<file path="src/rtl/bus_share_arbiter.sv">
// Round-robin sharer of the result mux bus: one requester per grant, bursts of up to MAX_BURST beats.
// Grant 1 cycle after an IDLE request, data 1 cycle after transfer; req_ready drops while the output beat is stalled.
module bus_share_arbiter #(
  parameter int NUM_REQ   = 4,
  parameter int DATA_W    = 32,
  parameter int MAX_BURST = 4
) (
  input  logic                      clk,
  input  logic                      rst,
  input  logic [NUM_REQ-1:0]        req_valid,
  input  logic [NUM_REQ*DATA_W-1:0] req_data,
  input  logic [NUM_REQ-1:0]        req_last,
  output logic [NUM_REQ-1:0]        req_ready,
  output logic [NUM_REQ-1:0]        grant,
  output logic                      out_valid,
  output logic [DATA_W-1:0]         out_data,
  output logic [2:0]                out_src,
  input  logic                      out_ready
);

  typedef enum logic {IDLE = 1'b0, BUSY = 1'b1} state_e;

  state_e              state_q, state_d;
  logic [NUM_REQ-1:0]  grant_q, grant_d;
  logic [2:0]          last_q, last_d;
  logic [3:0]          beats_q, beats_d;
  logic                out_valid_q, out_valid_d;
  logic [DATA_W-1:0]   out_data_q, out_data_d;
  logic [2:0]          out_src_q, out_src_d;

  logic                win_found;
  logic [2:0]          win_idx;
  logic [NUM_REQ-1:0]  win_oh;
  int                  win_dist;

  logic                sel_valid;
  logic                sel_last;
  logic [DATA_W-1:0]   sel_data;

  logic                can_accept;
  logic                xfer;
  logic                beat_limit;
  logic                release_grant;

  // Scan distance of requester idx from the slot just after the last winner.
  function automatic int rr_dist(input int idx, input logic [2:0] ptr);
    return (idx + NUM_REQ - 1 - int'(ptr)) % NUM_REQ;
  endfunction

  always_comb begin
    win_found = 1'b0;
    win_idx   = '0;
    win_oh    = '0;
    win_dist  = NUM_REQ;
    for (int i = 0; i < NUM_REQ; i++) begin
      if (req_valid[i] && (rr_dist(i, last_q) < win_dist)) begin
        win_found = 1'b1;
        win_idx   = 3'(i);
        win_dist  = rr_dist(i, last_q);
        win_oh    = '0;
        win_oh[i] = 1'b1;
      end
    end
  end

  // Steer the granted requester onto the select path; grant_q is one-hot or zero.
  always_comb begin
    sel_valid = 1'b0;
    sel_last  = 1'b0;
    sel_data  = '0;
    for (int i = 0; i < NUM_REQ; i++) begin
      if (grant_q[i]) begin
        sel_valid = req_valid[i];
        sel_last  = req_last[i];
        sel_data  = req_data[i*DATA_W +: DATA_W];
      end
    end
  end

  assign can_accept    = !out_valid_q || out_ready;
  assign xfer          = (state_q == BUSY) && sel_valid && can_accept;
  assign beat_limit    = ({1'b0, beats_q} + 5'd1) == 5'(MAX_BURST);
  assign release_grant = xfer && (sel_last || beat_limit);

  always_ff @(posedge clk) begin
    if (rst) begin
      state_q     <= IDLE;
      grant_q     <= '0;
      last_q      <= 3'(NUM_REQ - 1);
      beats_q     <= '0;
      out_valid_q <= 1'b0;
      out_data_q  <= '0;
      out_src_q   <= '0;
    end else begin
      state_q     <= state_d;
      grant_q     <= grant_d;
      last_q      <= last_d;
      beats_q     <= beats_d;
      out_valid_q <= out_valid_d;
      out_data_q  <= out_data_d;
      out_src_q   <= out_src_d;
    end
  end

  always_comb begin
    state_d     = state_q;
    grant_d     = grant_q;
    last_d      = last_q;
    beats_d     = beats_q;
    out_valid_d = out_valid_q;
    out_data_d  = out_data_q;
    out_src_d   = out_src_q;

    case (state_q)
      IDLE: begin
        if (win_found) begin
          state_d = BUSY;
          grant_d = win_oh;
          last_d  = win_idx;
          beats_d = '0;
        end
      end
      BUSY: begin
        if (release_grant) begin
          state_d = IDLE;
          grant_d = '0;
        end
      end
    endcase

    // A push overrides a same-cycle pop, so the register never bubbles mid-burst.
    if (xfer) begin
      out_valid_d = 1'b1;
      out_data_d  = sel_data;
      out_src_d   = last_q;
      beats_d     = beats_q + 4'd1;
    end else if (out_ready) begin
      out_valid_d = 1'b0;
    end
  end

  always_comb begin
    req_ready = '0;
    if ((state_q == BUSY) && can_accept) begin
      req_ready = grant_q;
    end
    grant     = grant_q;
    out_valid = out_valid_q;
    out_data  = out_data_q;
    out_src   = out_src_q;
  end

  grant_onehot: assert property (@(posedge clk) disable iff (rst) $onehot0(grant_q));
  grant_busy:   assert property (@(posedge clk) disable iff (rst) (state_q == BUSY) == (grant_q != '0));

endmodule

</file>
<file path="config.mk">
export PLATFORM = sky130hd
export DESIGN_NAME = bus_share_arbiter
export DESIGN_NICKNAME = d
export VERILOG_FILES = /design/src/rtl/bus_share_arbiter.sv
export SDC_FILE = /design/constraint.sdc
export NUM_CORES = 1
export LEC_CHECK = 0
export ABC_AREA = 1
export ABC_CLOCK_PERIOD_IN_PS = 7600
export BUFFER_PORTS_ARGS = -buffer_cell sky130_fd_sc_hd__clkbuf_2
export CAP_MARGIN = 30
export CORE_MARGIN = 1.5
export CORE_UTILIZATION = 47
export CTS_CLUSTER_SIZE = 24
export DETAILED_ROUTE_END_ITERATION = 10
export HOLD_SLACK_MARGIN = 0.05
export PLACE_DENSITY = 0.94
export REMOVE_ABC_BUFFERS = 1
export SLEW_MARGIN = 30
export SYNTH_ARGS = -nofsm -noshare
export SYNTH_HDL_FRONTEND = slang
export SYNTH_SLANG_ARGS = --single-unit
</file>
<file path="constraint.sdc">
create_clock -name clk -period 7.6 [get_ports clk]
set_clock_uncertainty 0.15 [all_clocks]
set_input_delay 0.76 -clock clk [delete_from_list [all_inputs] [get_ports clk]]
set_output_delay 0.76 -clock clk [all_outputs]
set_load 0.02 [all_outputs]
</file>
==> results of run 1 <==
-- worst max path at each step --
stage                       startpoint                      to  slack [ns]
after floorplan           req_valid[0]  last_q[1]$_SDFFE_PP1P_        4.20
after global placement    req_valid[0]   grant[0]$_SDFFE_PP0P_        3.90
after detailed placement  req_valid[0]   grant[0]$_SDFFE_PP0P_        3.70
after CTS                 req_valid[0]   grant[0]$_SDFFE_PP0P_        3.99
after global routing      req_valid[0]   grant[0]$_SDFFE_PP0P_        3.64
final                     req_valid[0]   grant[0]$_SDFFE_PP0P_        3.99
-- area by class of cell --
cell class	instances	area, µm²	share of cell area, %
Clock buffer	7	76.32	1.973
Inverter	21	81.33	2.103
Multi-Input combinational cell	369	1759	45.49
Sequential cell	46	920.9	23.81
Tap cell	75	93.84	2.426
Timing Repair Buffer	185	935.9	24.20
-- flip-flops by register name (all words and copies together), names as in the netlist --
register	cells
beats_q	4
last_q	2
state_q	1
out_valid	1
grant	4
out_data	32
out_src	2
-- power groups by stage --
| stage | logic, mW | clock network [mW] | registers [mW] |
|---|---|---|---|
| after CTS | 0.404 | 0.144 | 0.291 |
| after floorplan | 0.211 | 0 | 0.349 |
| after detailed placement | 0.402 | 0 | 0.296 |
| final | 0.407 | 0.141 | 0.291 |
| after global routing | 0.458 | 0.154 | 0.295 |
| after global placement | 0.385 | 0 | 0.294 |
-- per-layer routing --
layer / track usage, % / vias up / wire (µm)
met1: 29.28 / 1742 / 3815
met4: 9.661 / 0 / 196
met5: 0 / - / 0
li1: - / 1906 / -
met2: 51.97 / 180 / 5016
met3: 6.264 / 28 / 722
-- cell usage in the layout (no fill, tap or decap), types with 3 or more instances in the layout --
| master | synthesis | final |
|---|---|---|
| a21oi_1 | 62 | 62 |
| buf_4 | 4 | 4 |
| clkbuf_2 | 0 | 181 |
| clkbuf_8 | 0 | 5 |
| dfxtp_1 | 46 | 46 |
| ha_1 | 4 | 4 |
| inv_1 | 18 | 17 |
| inv_2 | 2 | 3 |
| nand2_1 | 109 | 109 |
| nand3_1 | 44 | 44 |
| nor2_1 | 47 | 47 |
| o211ai_1 | 14 | 14 |
| o21ai_0 | 72 | 72 |
| o21ai_1 | 3 | 3 |
-- metrics by stage --
step	worst slack (ns)	instances
after floorplan	4.204	436
after global placement	3.897	696
after detailed placement	3.696	696
after CTS	3.994	703
after global routing	3.643	703
final	3.987	703
-- worst register-to-register path: stages (launching register included) --
cell and delay, ns:
dfxtp_1 0.46, xor2_1 0.29, ha_1 0.28, nand3_1 0.13
nand3_1 0.15, o21ai_0 0.26, ha_1 0.28, inv_1 0.06
nor2_1 0.05, nand2_1 0.07, nand3_1 0.17, nand2_1 0.10
o21ai_0 0.09, ha_1 0.29, inv_1 0.04, nor2_1 0.09
nand2_1 0.09, nand3_2 0.10, nand3_1 0.08, a21oi_1 0.14
-- cell families (layout without fill, tap and decap cells) --
family / Yosys count / count (layout) / share of synthesized area [%]
flip-flops: 46 / 46 / 31.28
AO/OA/AOI/OAI: 154 / 154 / 27.88
buffers and inverters: 59 / 213 / 8.967
other: 1 / 1 / 0.1274
adder cells (fa/ha/maj): 4 / 4 / 1.700
AND/OR/NAND/NOR: 207 / 207 / 29.15
XOR/XNOR: 3 / 3 / 0.8926
==> impl_metrics.json, run 1 <==
{
  "r2r-end": "grant[0]$_SDFFE_PP0P_",
  "synthArstFlopShare_pct": 0,
  "die_y_um": 82.15,
  "seq_power_share_pct": 34.7,
  "synth_top_cell_by_area": "dfxtp_1",
  "r2r_start": "last_q[1]$_SDFFE_PP1P_",
  "grt_overflow": 0,
  "fin_crit_sh_pct": 47.55,
  "intPower_mw": 0.4760,
  "postSynthCellCount": 474,
  "critPathLaunchType": "input port",
  "synth.cell_area_mm2": 0.002944,
  "antenna_found_initial": 0,
  "detail_route.iter0.violations": 170,
  "combPwrFrac_pct": 48.5,
  "worstHoldStart": "out_data[7]$_SDFFE_PP0P_",
  "cp_max_fo": 7,
  "dp_hpwl_um": 6876,
  "synth_ff_type": "dfxtp_1",
  "ir_drop_uv": 117.1,
  "clkLatencyLatePin_ns": 0.30,
  "synth_edf_count": 0,
  "drive_above_1_share_pct": 32.01,
  "areaGrowthSynthToFinish_pct": 31.36,
  "clkPwrFrac_pct": 16.8,
  "crit_buf_inv": 4,
  "hold_violations": 0,
  "synth_most_common_cell": "nand2_1",
  "tightest_slew_ns": 0.8016,
  "post-cts-setup-buffer-count": 0,
  "synth_area_leaders": "dfxtp_1 31%, nand2_1 14%, o21ai_0 12%, a21oi_1 11%, nand3_1 7.5%",
  "synth.distinct_cells": 28,
  "initial_core_util_pct": 49.14,
  "max_freq_mhz": 276.7,
  "critPathMaxStageDelay_ns": 0.29,
  "whs_ns": 0.3204,
  "worstPathArrival_ns": 3.69,
  "r2r_slack_ns": 4.18,
  "fin_tns_setup_ns": 0,
  "die_x_um": 82.15,
  "sw_frac_of_total_pct": 43.26,
  "ant_nets": 0,
  "setup_viol": 0,
  "num_vias": 3856,
  "relSlewSlack_pct": 46.50,
  "drt_pass1_iterations": 4,
  "io_buffers": 181,
  "reg2reg_depth": 19,
  "cp_top_family": "simple AND/OR/NAND/NOR gates",
  "end_kind": "flop",
  "criticalPathCategory": "in -> reg",
  "wirelength_um": 9751,
  "final.min_clock_period_ns": 3.613,
  "grt_setup_unrepaired": "false",
  "hold_buffers": 0,
  "cp.depth": 21,
  "grtUsageTotal_pct": 27.35,
  "viasPerCell": 5.485,
  "num_rows": 28,
  "clk_path_buf_depth": 2,
  "die_area_mm2": 0.006748,
  "htreeDepth": 2,
  "post_dp_cell_area_mm2": 0.003791,
  "cts_root_buf": "clkbuf_8",
  "path_clk_slew_ns": 0.09,
  "grt_pass1_wl_um": 14510,
  "switching_power_mw": 0.3629,
  "core_area_mm2": 0.005991,
  "yosysSeqAreaShare_pct": 31.28,
  "postSynthAreaPerCell_um2": 6.211,
  "yosys-top-cells-count": "109 x nand2_1, 72 x o21ai_0, 62 x a21oi_1",
  "grt_pass1_vias": 3334,
  "n_fill_cell": 577,
  "hold_class": "reg -> reg",
  "gp_congestion": 0.8880,
  "slowest_stage": "or2_2",
  "avgRoutedWirePerCell_um": 13.87,
  "utilization_pct": 64.56,
  "max-cap-violations": 0,
  "nets": 771,
  "status": "finished clean",
  "numClockSinks": 46,
  "final_area_mm2": 0.003867,
  "cp_common_cell": "nand3_1",
  "power_density_mw_per_mm2": 216.9,
  "antennaDiodeCount": 0,
  "crit_required_ns": 7.67,
  "synth-seq-cells": 46,
  "ios": 183,
  "postCtsResizedCells": 0,
  "cts_buffers": 5,
  "cts_tree": "done",
  "grt_max_degree": 44,
  "netlist.area_leader.share_pct": 31.28,
  "whs_path_depth": 2,
  "hold_end": "out_data[7]$_SDFFE_PP0P_",
  "crit_chain": "clkbuf_2 > inv_1 > or2_2 > ha_1 > nand3_1 > nand3_1 > o21ai_0 > ha_1 > inv_1 > nor2_1 > nand2_1 > nand3_1 > nand2_1 > o21ai_0 > ha_1 > inv_1 > nor2_1 > nand2_1 > nand3_2 > nand3_1 > a21oi_1",
  "slew_viol_final": 0,
  "ys_warn_count": 0,
  "drcViolationCount": 0,
  "p_total_mw": 0.8389,
  "p_leak_nw": 2.021
}
Note: power is estimated with default switching activity, not from simulation.
==> run 2: changes to the inputs <==
--- a/config.mk
+++ b/config.mk
@@ -6,15 +6,15 @@
 export NUM_CORES = 1
 export LEC_CHECK = 0
 export ABC_AREA = 1
-export ABC_CLOCK_PERIOD_IN_PS = 7600
+export ABC_CLOCK_PERIOD_IN_PS = 3400
 export BUFFER_PORTS_ARGS = -buffer_cell sky130_fd_sc_hd__clkbuf_2
 export CAP_MARGIN = 30
 export CORE_MARGIN = 1.5
-export CORE_UTILIZATION = 47
+export CORE_UTILIZATION = 43
 export CTS_CLUSTER_SIZE = 24
 export DETAILED_ROUTE_END_ITERATION = 10
 export HOLD_SLACK_MARGIN = 0.05
-export PLACE_DENSITY = 0.94
+export PLACE_DENSITY = 0.87
 export REMOVE_ABC_BUFFERS = 1
 export SLEW_MARGIN = 30
 export SYNTH_ARGS = -nofsm -noshare
==> constraint.sdc (replaced) <==
create_clock -name clk -period 3.4 [get_ports clk]
set_clock_uncertainty 0.15 [all_clocks]
set_input_delay 0.34 -clock clk [delete_from_list [all_inputs] [get_ports clk]]
set_output_delay 0.34 -clock clk [all_outputs]
set_load 0.02 [all_outputs]
==> impl_metrics.json, run 2 (synthesized netlist as in run 1, its figures left out) <==
{
  "status": "finished clean",
  "seq_power_share_pct": 34.4,
  "ios": 183,
  "hold_class": "in -> reg",
  "r2r_slack_ns": 0.27,
  "die_area_mm2": 0.007352,
  "whs_ns": 0.1681,
  "sw_frac_of_total_pct": 41.52,
  "critPathLaunchType": "flop",
  "combPwrFrac_pct": 45.4,
  "crit_required_ns": 3.47,
  "post-cts-setup-buffer-count": 0,
  "grt_pass1_wl_um": 15410,
  "postCtsResizedCells": 0,
  "initial_core_util_pct": 45.33,
  "ant_nets": 0,
  "slew_viol_final": 0,
  "largest_reg_flops": 32,
  "cp_max_fo": 6,
  "htreeDepth": 2,
  "tightest_slew_ns": 0.8193,
  "detail_route.iter0.violations": 169,
  "num_rows": 29,
  "hold_violations": 0,
  "clkPwrFrac_pct": 20.2,
  "max_freq_mhz": 319.4,
  "dp_hpwl_um": 7034,
  "fin_crit_sh_pct": 92.09,
  "antenna_found_initial": 0,
  "drive_above_1_share_pct": 32.81,
  "r2r_start": "last_q[1]$_SDFFE_PP1P_",
  "antennaDiodeCount": 0,
  "clkLatencyLatePin_ns": 0.29,
  "power_density_mw_per_mm2": 501.4,
  "grt_overflow": 0,
  "grtUsageTotal_pct": 25.77,
  "criticalPathCategory": "reg -> reg",
  "ir_drop_uv": 335.8,
  "core_area_mm2": 0.006495,
  "setup_viol": 0,
  "final.min_clock_period_ns": 3.131,
  "relSlewSlack_pct": 45.32,
  "cts_root_buf": "clkbuf_8",
  "drcViolationCount": 0,
  "hold_end": "out_valid$_SDFFE_PP0P_",
  "io_buffers": 181,
  "nets": 773,
  "num_vias": 3796,
  "grt_max_degree": 41,
  "die_y_um": 85.75,
  "end_kind": "flop",
  "critPathLaunch": "last_q[1]$_SDFFE_PP1P_",
  "die_x_um": 85.75,
  "p_leak_nw": 2.049,
  "cts_tree": "done",
  "max-cap-violations": 0,
  "clk_path_buf_depth": 2,
  "cts_buffers": 5,
  "hold_buffers": 0,
  "grt_setup_unrepaired": "false",
  "wirelength_um": 9742,
  "r2r-end": "grant[2]$_SDFFE_PP0P_",
  "grt_pass1_vias": 3498,
  "gp_congestion": 0.8403,
  "numClockSinks": 46,
  "drt_pass1_iterations": 4,
  "viasPerCell": 5.362,
  "intPower_mw": 1.153,
  "path_clk_slew_ns": 0.09,
  "final_common_cell": "clkbuf_2",
  "final_cell_mix": "181 x clkbuf_2, 109 x nand2_1, 71 x o21ai_0",
  "worstHoldStart": "out_ready",
  "fin_tns_setup_ns": 0,
  "switching_power_mw": 0.8187,
  "whs_path_depth": 4,
  "avgRoutedWirePerCell_um": 13.76,
  "areaGrowthSynthToFinish_pct": 33.57,
  "reg2reg_depth": 20,
  "worstPathArrival_ns": 3.20
}
[run 2: changes by cell type in the layout (fill, tap and decap cells not counted), sizes merged]
cell    previous run  this run
buf                4         6
bufinv             0         1
[run 2: routing by layer]
layer / GRT usage [%] / vias to the layer above / share of wire, %
li1: - / 1909 / -
met1: 29.77 / 1724 / 41
met2: 47.67 / 149 / 51
met3: 3.754 / 14 / 6.3
met4: 9.971 / 0 / 1.6
met5: 0 / - / 0
[run 2: final cells by class]
| type | instances | area, µm² |
|---|---|---|
| repair buffers | 187 | 950.9 |
| fillers | 654 | 2562 |
| flip-flops and latches | 46 | 922.1 |
| well taps | 77 | 96.34 |
| clock inverters | 1 | 30.03 |
| multi-input cells | 369 | 1775 |
| inverters | 21 | 81.33 |
| clock buffers | 7 | 76.32 |
[run 2: through the flow]
step                cells  setup WS, ns  total power, mW  cell area [µm²]  utilization (%)
floorplan             436        0.4245            1.252             2761                -
global placement      700        0.2552            1.531             3809            58.64
detailed placement    700       0.04331            1.571             3809            58.64
CTS                   708        0.1626            1.974             3915            60.28
global route          708       0.02527            2.136             3933            60.55
finish                708        0.2688            1.972             3933            60.55
[run 2: worst max-delay path by stage]
stage / slack, ns / to / cells past startpoint
6_report: 0.27 / grant[2]$_SDFFE_PP0P_ / 20
5_1_grt: 0.03 / grant[1]$_SDFFE_PP0P_ / 20
4_1_cts: 0.16 / grant[2]$_SDFFE_PP0P_ / 19
3_5_place_dp: 0.04 / grant[2]$_SDFFE_PP0P_ / 21
3_3_place_gp: 0.26 / grant[1]$_SDFFE_PP0P_ / 20
2_1_floorplan: 0.42 / last_q[1]$_SDFFE_PP1P_ / 21
[run 2: power by group through the flow]
| stage | clock [mW] | combinational (mW) | sequential [mW] |
|---|---|---|---|
| final | 0.399 | 0.895 | 0.677 |
| after detailed placement | 0 | 0.884 | 0.687 |
| after CTS | 0.412 | 0.888 | 0.674 |
| after global routing | 0.432 | 1.01 | 0.689 |
| after global placement | 0 | 0.849 | 0.682 |
| after floorplan | 0 | 0.471 | 0.780 |
[run 2: critical path: stages, from the launching register on]
cell and delay (ns):
dfxtp_2 0.37, or2_2 0.33, ha_1 0.29, nand3_1 0.12, nand3_2 0.12, nand2_1 0.10, o21ai_2 0.07, ha_1 0.28
inv_1 0.06, nor2_1 0.04, nand2_1 0.07, nand3_1 0.10, nand2_1 0.09, o21ai_0 0.08, ha_1 0.28, inv_1 0.03
nor2_1 0.09, nand2_1 0.09, nand3_2 0.11, nand3_1 0.08, a21oi_1 0.13
